[config.mk]
export PLATFORM = sky130hd
export DESIGN_NAME = gcd_requester
export DESIGN_NICKNAME = d
export VERILOG_FILES = /design/src/rtl/gcd_requester.sv
export SDC_FILE = /design/constraint.sdc
export NUM_CORES = 1
export LEC_CHECK = 0
export CORE_ASPECT_RATIO = 1.5
export CORE_MARGIN = 5
export CORE_UTILIZATION = 50
export CTS_CLUSTER_DIAMETER = 80
export DETAILED_ROUTE_END_ITERATION = 8
export PLACE_DENSITY = 0.91
export RECOVER_POWER = 100
export SLEW_MARGIN = 0
export SYNTH_ARGS = -nofsm -noshare
export SYNTH_HDL_FRONTEND = slang
export SYNTH_SLANG_ARGS = --single-unit
[constraint.sdc]
create_clock -name clk -period 4.38 [get_ports clk]
set_input_delay 0.657 -clock clk [delete_from_list [all_inputs] [get_ports clk]]
set_output_delay 0.657 -clock clk [all_outputs]
set_load 0.05 [all_outputs]
[src/rtl/gcd_requester.sv]
// Requester front-end for a serial-load GCD engine: accepts operand pairs,
// loads the engine, waits for done, returns the result. Option: GCD_REQ_TIMEOUT_EN.
module gcd_requester #(
  parameter int WIDTH          = 16,
  parameter int TIMEOUT_CYCLES = 1024
) (
  input  logic             clk,
  input  logic             reset,
  input  logic             req_valid,
  output logic             req_ready,
  input  logic [WIDTH-1:0] req_a,
  input  logic [WIDTH-1:0] req_b,
  output logic             gcd_start,
  output logic [WIDTH-1:0] gcd_data,
  input  logic             gcd_done,
  input  logic [WIDTH-1:0] gcd_result,
  output logic             rsp_valid,
  input  logic             rsp_ready,
  output logic [WIDTH-1:0] rsp_gcd,
  output logic             rsp_err,
  output logic             busy
);

  typedef enum logic [2:0] {
    S_IDLE,
    S_LDA,
    S_LDB,
    S_WAIT,
    S_RSP
  } state_t;

  state_t           state;
  logic [WIDTH-1:0] op_b;

`ifdef GCD_REQ_TIMEOUT_EN
  localparam int CW = $clog2(TIMEOUT_CYCLES + 1);
  localparam logic [CW-1:0] WD_LAST = CW'(TIMEOUT_CYCLES - 1);
  logic [CW-1:0] wd_cnt;
  logic          err_q;
  assign rsp_err = err_q;
`else
  assign rsp_err = 1'b0;
`endif

  // Sequencer with all handshake/engine outputs registered alongside the state
  always_ff @(posedge clk) begin
    if (reset) begin
      state     <= S_IDLE;
      op_b      <= '0;
      req_ready <= 1'b1;
      gcd_start <= 1'b0;
      gcd_data  <= '0;
      rsp_valid <= 1'b0;
      rsp_gcd   <= '0;
      busy      <= 1'b0;
`ifdef GCD_REQ_TIMEOUT_EN
      wd_cnt    <= '0;
      err_q     <= 1'b0;
`endif
    end else begin
      unique case (state)
        S_IDLE: begin
          if (req_valid) begin
            op_b      <= req_b;
            req_ready <= 1'b0;
            busy      <= 1'b1;
            if (req_a == '0 || req_b == '0) begin
              // Zero operand: gcd is the other one, no engine needed
              state     <= S_RSP;
              rsp_valid <= 1'b1;
              rsp_gcd   <= (req_a == '0) ? req_b : req_a;
`ifdef GCD_REQ_TIMEOUT_EN
              err_q     <= 1'b0;
`endif
            end else begin
              state     <= S_LDA;
              gcd_start <= 1'b1;
              gcd_data  <= req_a;
            end
          end
        end
        S_LDA: begin
          state     <= S_LDB;
          gcd_start <= 1'b0;
          gcd_data  <= op_b;
        end
        S_LDB: begin
          state <= S_WAIT;
`ifdef GCD_REQ_TIMEOUT_EN
          wd_cnt <= '0;
`endif
        end
        S_WAIT: begin
          if (gcd_done) begin
            state     <= S_RSP;
            rsp_valid <= 1'b1;
            rsp_gcd   <= gcd_result;
            gcd_data  <= '0;
`ifdef GCD_REQ_TIMEOUT_EN
            err_q     <= 1'b0;
          end else if (wd_cnt == WD_LAST) begin
            // Engine never answered: report an error result
            state     <= S_RSP;
            rsp_valid <= 1'b1;
            rsp_gcd   <= '0;
            gcd_data  <= '0;
            err_q     <= 1'b1;
          end else begin
            wd_cnt <= wd_cnt + 1'b1;
`endif
          end
        end
        S_RSP: begin
          if (rsp_ready) begin
            state     <= S_IDLE;
            rsp_valid <= 1'b0;
            req_ready <= 1'b1;
            busy      <= 1'b0;
          end
        end
        default: begin
          state     <= S_IDLE;
          req_ready <= 1'b1;
          gcd_start <= 1'b0;
          gcd_data  <= '0;
          rsp_valid <= 1'b0;
          busy      <= 1'b0;
        end
      endcase
    end
  end

endmodule

[After elaboration in Yosys (flattened, before gate mapping)]
Cells that the tools add are included.
Word-level totals
  register bits: 55
  logic and storage cells: 64
Cells by class
  equality and inequality tests: 9
  multiplexer cells: 27
  bitwise gates (word level): 4
  reduce and logical (&&, ||, !) cells: 16
Operators by type and width (number)
  $mux W16: 7
  $pmux W16 S4: 1
  $logic_not A16 Y1: 2
  $pmux W16 S2: 1
  $pmux W3 S5: 1
  $mux W3: 4
  $ne A2 B2 Y1 const B: 5
  $mux W1: 9
  $reduce_and A3 Y1: 3
  $reduce_and A4 Y1: 2
  $eq A3 B2 Y1 const B: 2
  $pmux W1 S3: 2
  $reduce_or A3 Y1: 2
  $reduce_and A5 Y1: 1
  $not A1 Y1: 4
  $pmux W1 S4: 1
  $reduce_or A2 Y1: 2
  $eq A3 B1 Y1 const B: 1
  $eq A3 B3 Y1 const B: 1
  $logic_not A3 Y1: 1
  $pmux W1 S2: 1
  $reduce_and A2 Y1: 1
  $reduce_bool A2 Y1: 1
  $logic_or A1 B1 Y1: 1

[Longest topological paths before layout]
  depth after elaboration: 5
  mapped depth: 9
  depth with buffers taken out: 5

[Least setup slack after synthesis]
Ideal clock, no wire load.
  path kind: input to register
  start point: input port req_b[6]
  end point: register gcd_data[10]
  library setup time: 0.157 ns
  arrival time: 1.726 ns
  required time: 4.223 ns
  setup slack: 2.496 ns
  stages: 6
  buffers on the path: 1
  cells stage by stage: nor4_1 -> and4_1 -> o21ai_2 -> buf_2 -> a21oi_1 -> a311oi_2
On the way
  longest elaborated chain between the ends: 4
RTL lines
  start: declaration: line 12  | input logic [WIDTH-1:0] req_b,
  $logic_not A16 Y1: line 67  | if (req_a == '0 || req_b == '0) begin
  $logic_or A1 B1 Y1: line 67
  $ne A2 B2 Y1 (no line)
  $reduce_and A4 Y1 (no line)
  end signal: assignment: line 78  | gcd_data <= req_a;
  end signal: assignment: line 85  | gcd_data <= op_b;
  end: declaration: line 14  | output logic [WIDTH-1:0] gcd_data,
No other way between the ends.
A chain may end at the register's enable or synchronous reset.

[Worst setup path in the final report]
  start point: input port req_a[9]
  end point: register rsp_gcd[11]
On the way
  longest elaborated chain between the ends: 5
RTL lines
  start: declaration: line 11  | input logic [WIDTH-1:0] req_a,
  $logic_not A16 Y1 (*): line 67, 71
  $mux W16: line 71  | rsp_gcd <= (req_a == '0) ? req_b : req_a;
  $mux W16: line 67
  $mux W16: line 63  | if (req_valid) begin
  $pmux W16 S2: line 61  | unique case (state)
  end signal: assignment: line 71
  end signal: assignment: line 97  | rsp_gcd <= gcd_result;
  end: declaration: line 19  | output logic [WIDTH-1:0] rsp_gcd,
Every way passes the cells marked *; elsewhere a longest branch is shown, timed or not. The select of a mux whose other input is x is not followed.

==> flow_summary.json <==
{
  "yosysSeqAreaShare_pct": 39.3,
  "drive_gt1_share_pct": 7.96,
  "timing_worst_setup_path_type": "in2reg",
  "drc_errors": 0,
  "power.density_mw_per_mm2": 334,
  "num_vias": 2858,
  "relSlewSlack_pct": 16.1,
  "dieWidth_um": 71.1,
  "cts_tree": "done",
  "wire_per_inst_um": 17.7,
  "gp_congestion": 0.882,
  "ios": 90,
  "start_util_pct": 51.4,
  "hold_viol": 0,
  "grt_max_degree": 40,
  "utilization_pct": 68.2,
  "synth_fp_nets": 385,
  "clk_latency_ns": 0.31,
  "slew_viol_final": 0,
  "antenna_cells": 0,
  "min_period_over_period_pct": 74.5,
  "synth_top_family_by_area": "compound AO/OA/AOI/OAI gates",
  "design_area_mm2": 0.00372,
  "ys_types": 38,
  "viasPerCell": 6.06,
  "synthAdderAreaFrac_pct": 0,
  "design.die.area_mm2": 0.00724,
  "first_pass_iters": 5,
  "irDropWorstVdd_v": 0.000185,
  "fmax_mhz": 306,
  "track_usage_pct": 23.0,
  "yosysWarnings": 0,
  "port_buffers": 88,
  "antenna_left": 0,
  "drtIter0Drc": 322,
  "cts_sinks": 55,
  "syn2layout_area_growth_pct": 32.6,
  "synth_area_mm2": 0.00280,
  "cp_data_arrival_time_ns": 3.50,
  "rr_endpoint": "rsp_gcd[11]",
  "grt_antenna_before_repair": 0,
  "grt-ovfl-total": 0,
  "core-area_mm2": 0.00545,
  "crit_path_end": "rsp_gcd[11]",
  "synth-compound-area-share_pct": 31.3,
  "synthCells": 332,
  "cts_buffers": 5,
  "h-tree-depth": 2,
  "crit_cells": 6,
  "setup_viol": 0,
  "async_flop_share_pct": 0,
  "reg2regPathDepth": 5,
  "whs_ns": 0.460,
  "final_cells": 472,
  "ff2ff_setup_slack_ns": 1.40,
  "rsz0062_at_grt": "no",
  "grt_pass1_wl_mm": 13.4,
  "num-fill-cells": 453,
  "synth_ff_type": "dfxtp_1",
  "critPathMaxFanout": 19,
  "clockBufferDepth": 2,
  "worst_pin_slew_ns": 1.26,
  "slowest_delay_ns": 1.13,
  "cp_slowest_cell": "a21oi_1",
  "die_h_um": 102,
  "synth_xor_area_share_pct": 0,
  "period_minus_slack_ns": 3.26,
  "fin_worst_skew_ns": 0.00740,
  "r2r-start": "state[1]",
  "dp_hpwl_mm": 6.14,
  "synth_edf_count": 0,
  "cts-root-buf": "clkbuf_8",
  "p_leak_nw": 1.59,
  "dp_cells": 464,
  "setup_tns_ns": 0,
  "synth_area_per_cell_um2": 8.45,
  "status": "complete, no violations",
  "postCtsHoldBufs": 0,
  "wl_mm": 8.37,
  "rows": 33,
  "min_path_type": "reg2reg",
  "cts_resized": 0,
  "crit_start": "req_a[9]",
  "cts.clk_slew.worst_paths_ns": 0.09,
  "crit_family": "compound AO/OA/AOI/OAI gates",
  "nets": 454,
  "worstPathRequired_ns": 4.62,
  "max_cap_violations": 0,
  "post_cts_buffers": 0,
  "place_area_mm2": 0.00364,
  "synth_simple_gate_area_share_pct": 17.1,
  "path_cells": "dlygate4sd3_1 -> nor4_2 -> nand4_2 -> a21oi_1 -> o31ai_1 -> nor2_1",
  "synthMuxAreaShare_pct": 5.71,
  "ys_ff_latch": 55,
  "worst-path-buf-inv": 1,
  "worstSetupStartpointType": "input pin",
  "grt_pass1_vias": 2783,
  "endpoint_kind": "flip-flop"
}
through the flow:
step	power (mW)	worst slack (ns)
finish	1.24	1.12
global route	1.30	0.787
CTS	1.26	1.77
detailed placement	0.961	1.44
global placement	0.950	1.49
floorplan	0.819	2.50
power breakdown:
| group | internal, mW | switching, mW | total [mW] |
|---|---|---|---|
| Combinational | 0.139 | 0.233 | 0.372 |
| Sequential | 0.540 | 0.0270 | 0.567 |
| Clock | 0.145 | 0.159 | 0.303 |
| Total | 0.823 | 0.419 | 1.24 |
metal layers:
metal,vias up,track usage (%),share of wire [%]
li1,1358,-,-
met1,1315,27.3,38
met2,152,39.6,51
met3,33,4.57,7.1
met4,0,10.9,4.2
met5,-,0,0
cells in the final DEF (no fill, tap or decap), types with 3 or more instances in the layout:
cell,instances
mux2i_1,16
nor2_1,19
a22oi_1,16
a311oi_2,9
nand2_1,53
nor4_2,4
dfxtp_1,55
clkbuf_8,7
buf_4,3
o31ai_1,16
o21ai_0,19
inv_1,4
a311oi_1,7
dlygate4sd3_1,39
a21oi_1,52
nand3_1,3
nor4_1,6
clkdlybuf4s50_1,49
worst min path at each step:
stage	start	to	cells past startpoint
final	op_b[12]	op_b[12]	2
after global placement	op_b[1]	op_b[1]	2
after global routing	op_b[14]	op_b[14]	2
after detailed placement	op_b[13]	op_b[13]	2
after CTS	op_b[13]	op_b[13]	2
after floorplan	op_b[0]	op_b[0]	2
cell families (layout without fill, tap and decap cells):
logic type | after synthesis | count (layout)
other | 1 | 1
muxes | 16 | 16
and+or+nand+nor | 98 | 98
DFF | 55 | 55
AOI/OAI and AO/OA | 127 | 127
buffers and inverters | 35 | 105
layout make-up:
cell class	count	area, um2	share of cell area (%)
multi-input cells	242	1500	40.4
flip-flops and latches	55	1100	29.6
repair buffers	92	907	24.4
clock buffers	8	100	2.69
well taps	70	87.6	2.36
inverters	5	18.8	0.505
Yosys cell counts, types with 2 or more instances:
| cell type | instances | area, um2 |
|---|---|---|
| a21oi_1 | 51 | 255 |
| a21oi_2 | 2 | 17.5 |
| dfxtp_1 | 55 | 1100 |
| a311oi_2 | 10 | 150 |
| buf_2 | 11 | 55.1 |
| nor4_1 | 6 | 37.5 |
| buf_6 | 2 | 22.5 |
| nand3_1 | 3 | 15.0 |
| clkbuf_1 | 11 | 41.3 |
| and2_1 | 2 | 12.5 |
| nor2_1 | 19 | 71.3 |
| inv_1 | 4 | 15.0 |
| and4_1 | 2 | 17.5 |
| nand2_1 | 53 | 199 |
| a22oi_1 | 16 | 120 |
| a311oi_1 | 6 | 52.6 |
| nor4_2 | 4 | 50.1 |
| o21ai_2 | 2 | 17.5 |
| o21ai_0 | 19 | 95.1 |
| o31ai_1 | 16 | 120 |
| mux2i_1 | 16 | 160 |
| buf_4 | 6 | 45.0 |
registers in the layout, indices dropped and copies added, names as in the netlist:
register	count
op_b	16
gcd_data	16
state	3
req_ready	1
gcd_start	1
rsp_gcd	16
rsp_valid	1
busy	1
worst reg2reg max path, cell delays in order (launching register included):
cell and delay (ns):
dfxtp_1 0.45, nor3_4 0.72, nand2_2 0.41, a21oi_1 1.07
o31ai_1 0.13, nor2_1 0.14
No activity file was read; power rests on OpenSTA's default activity.
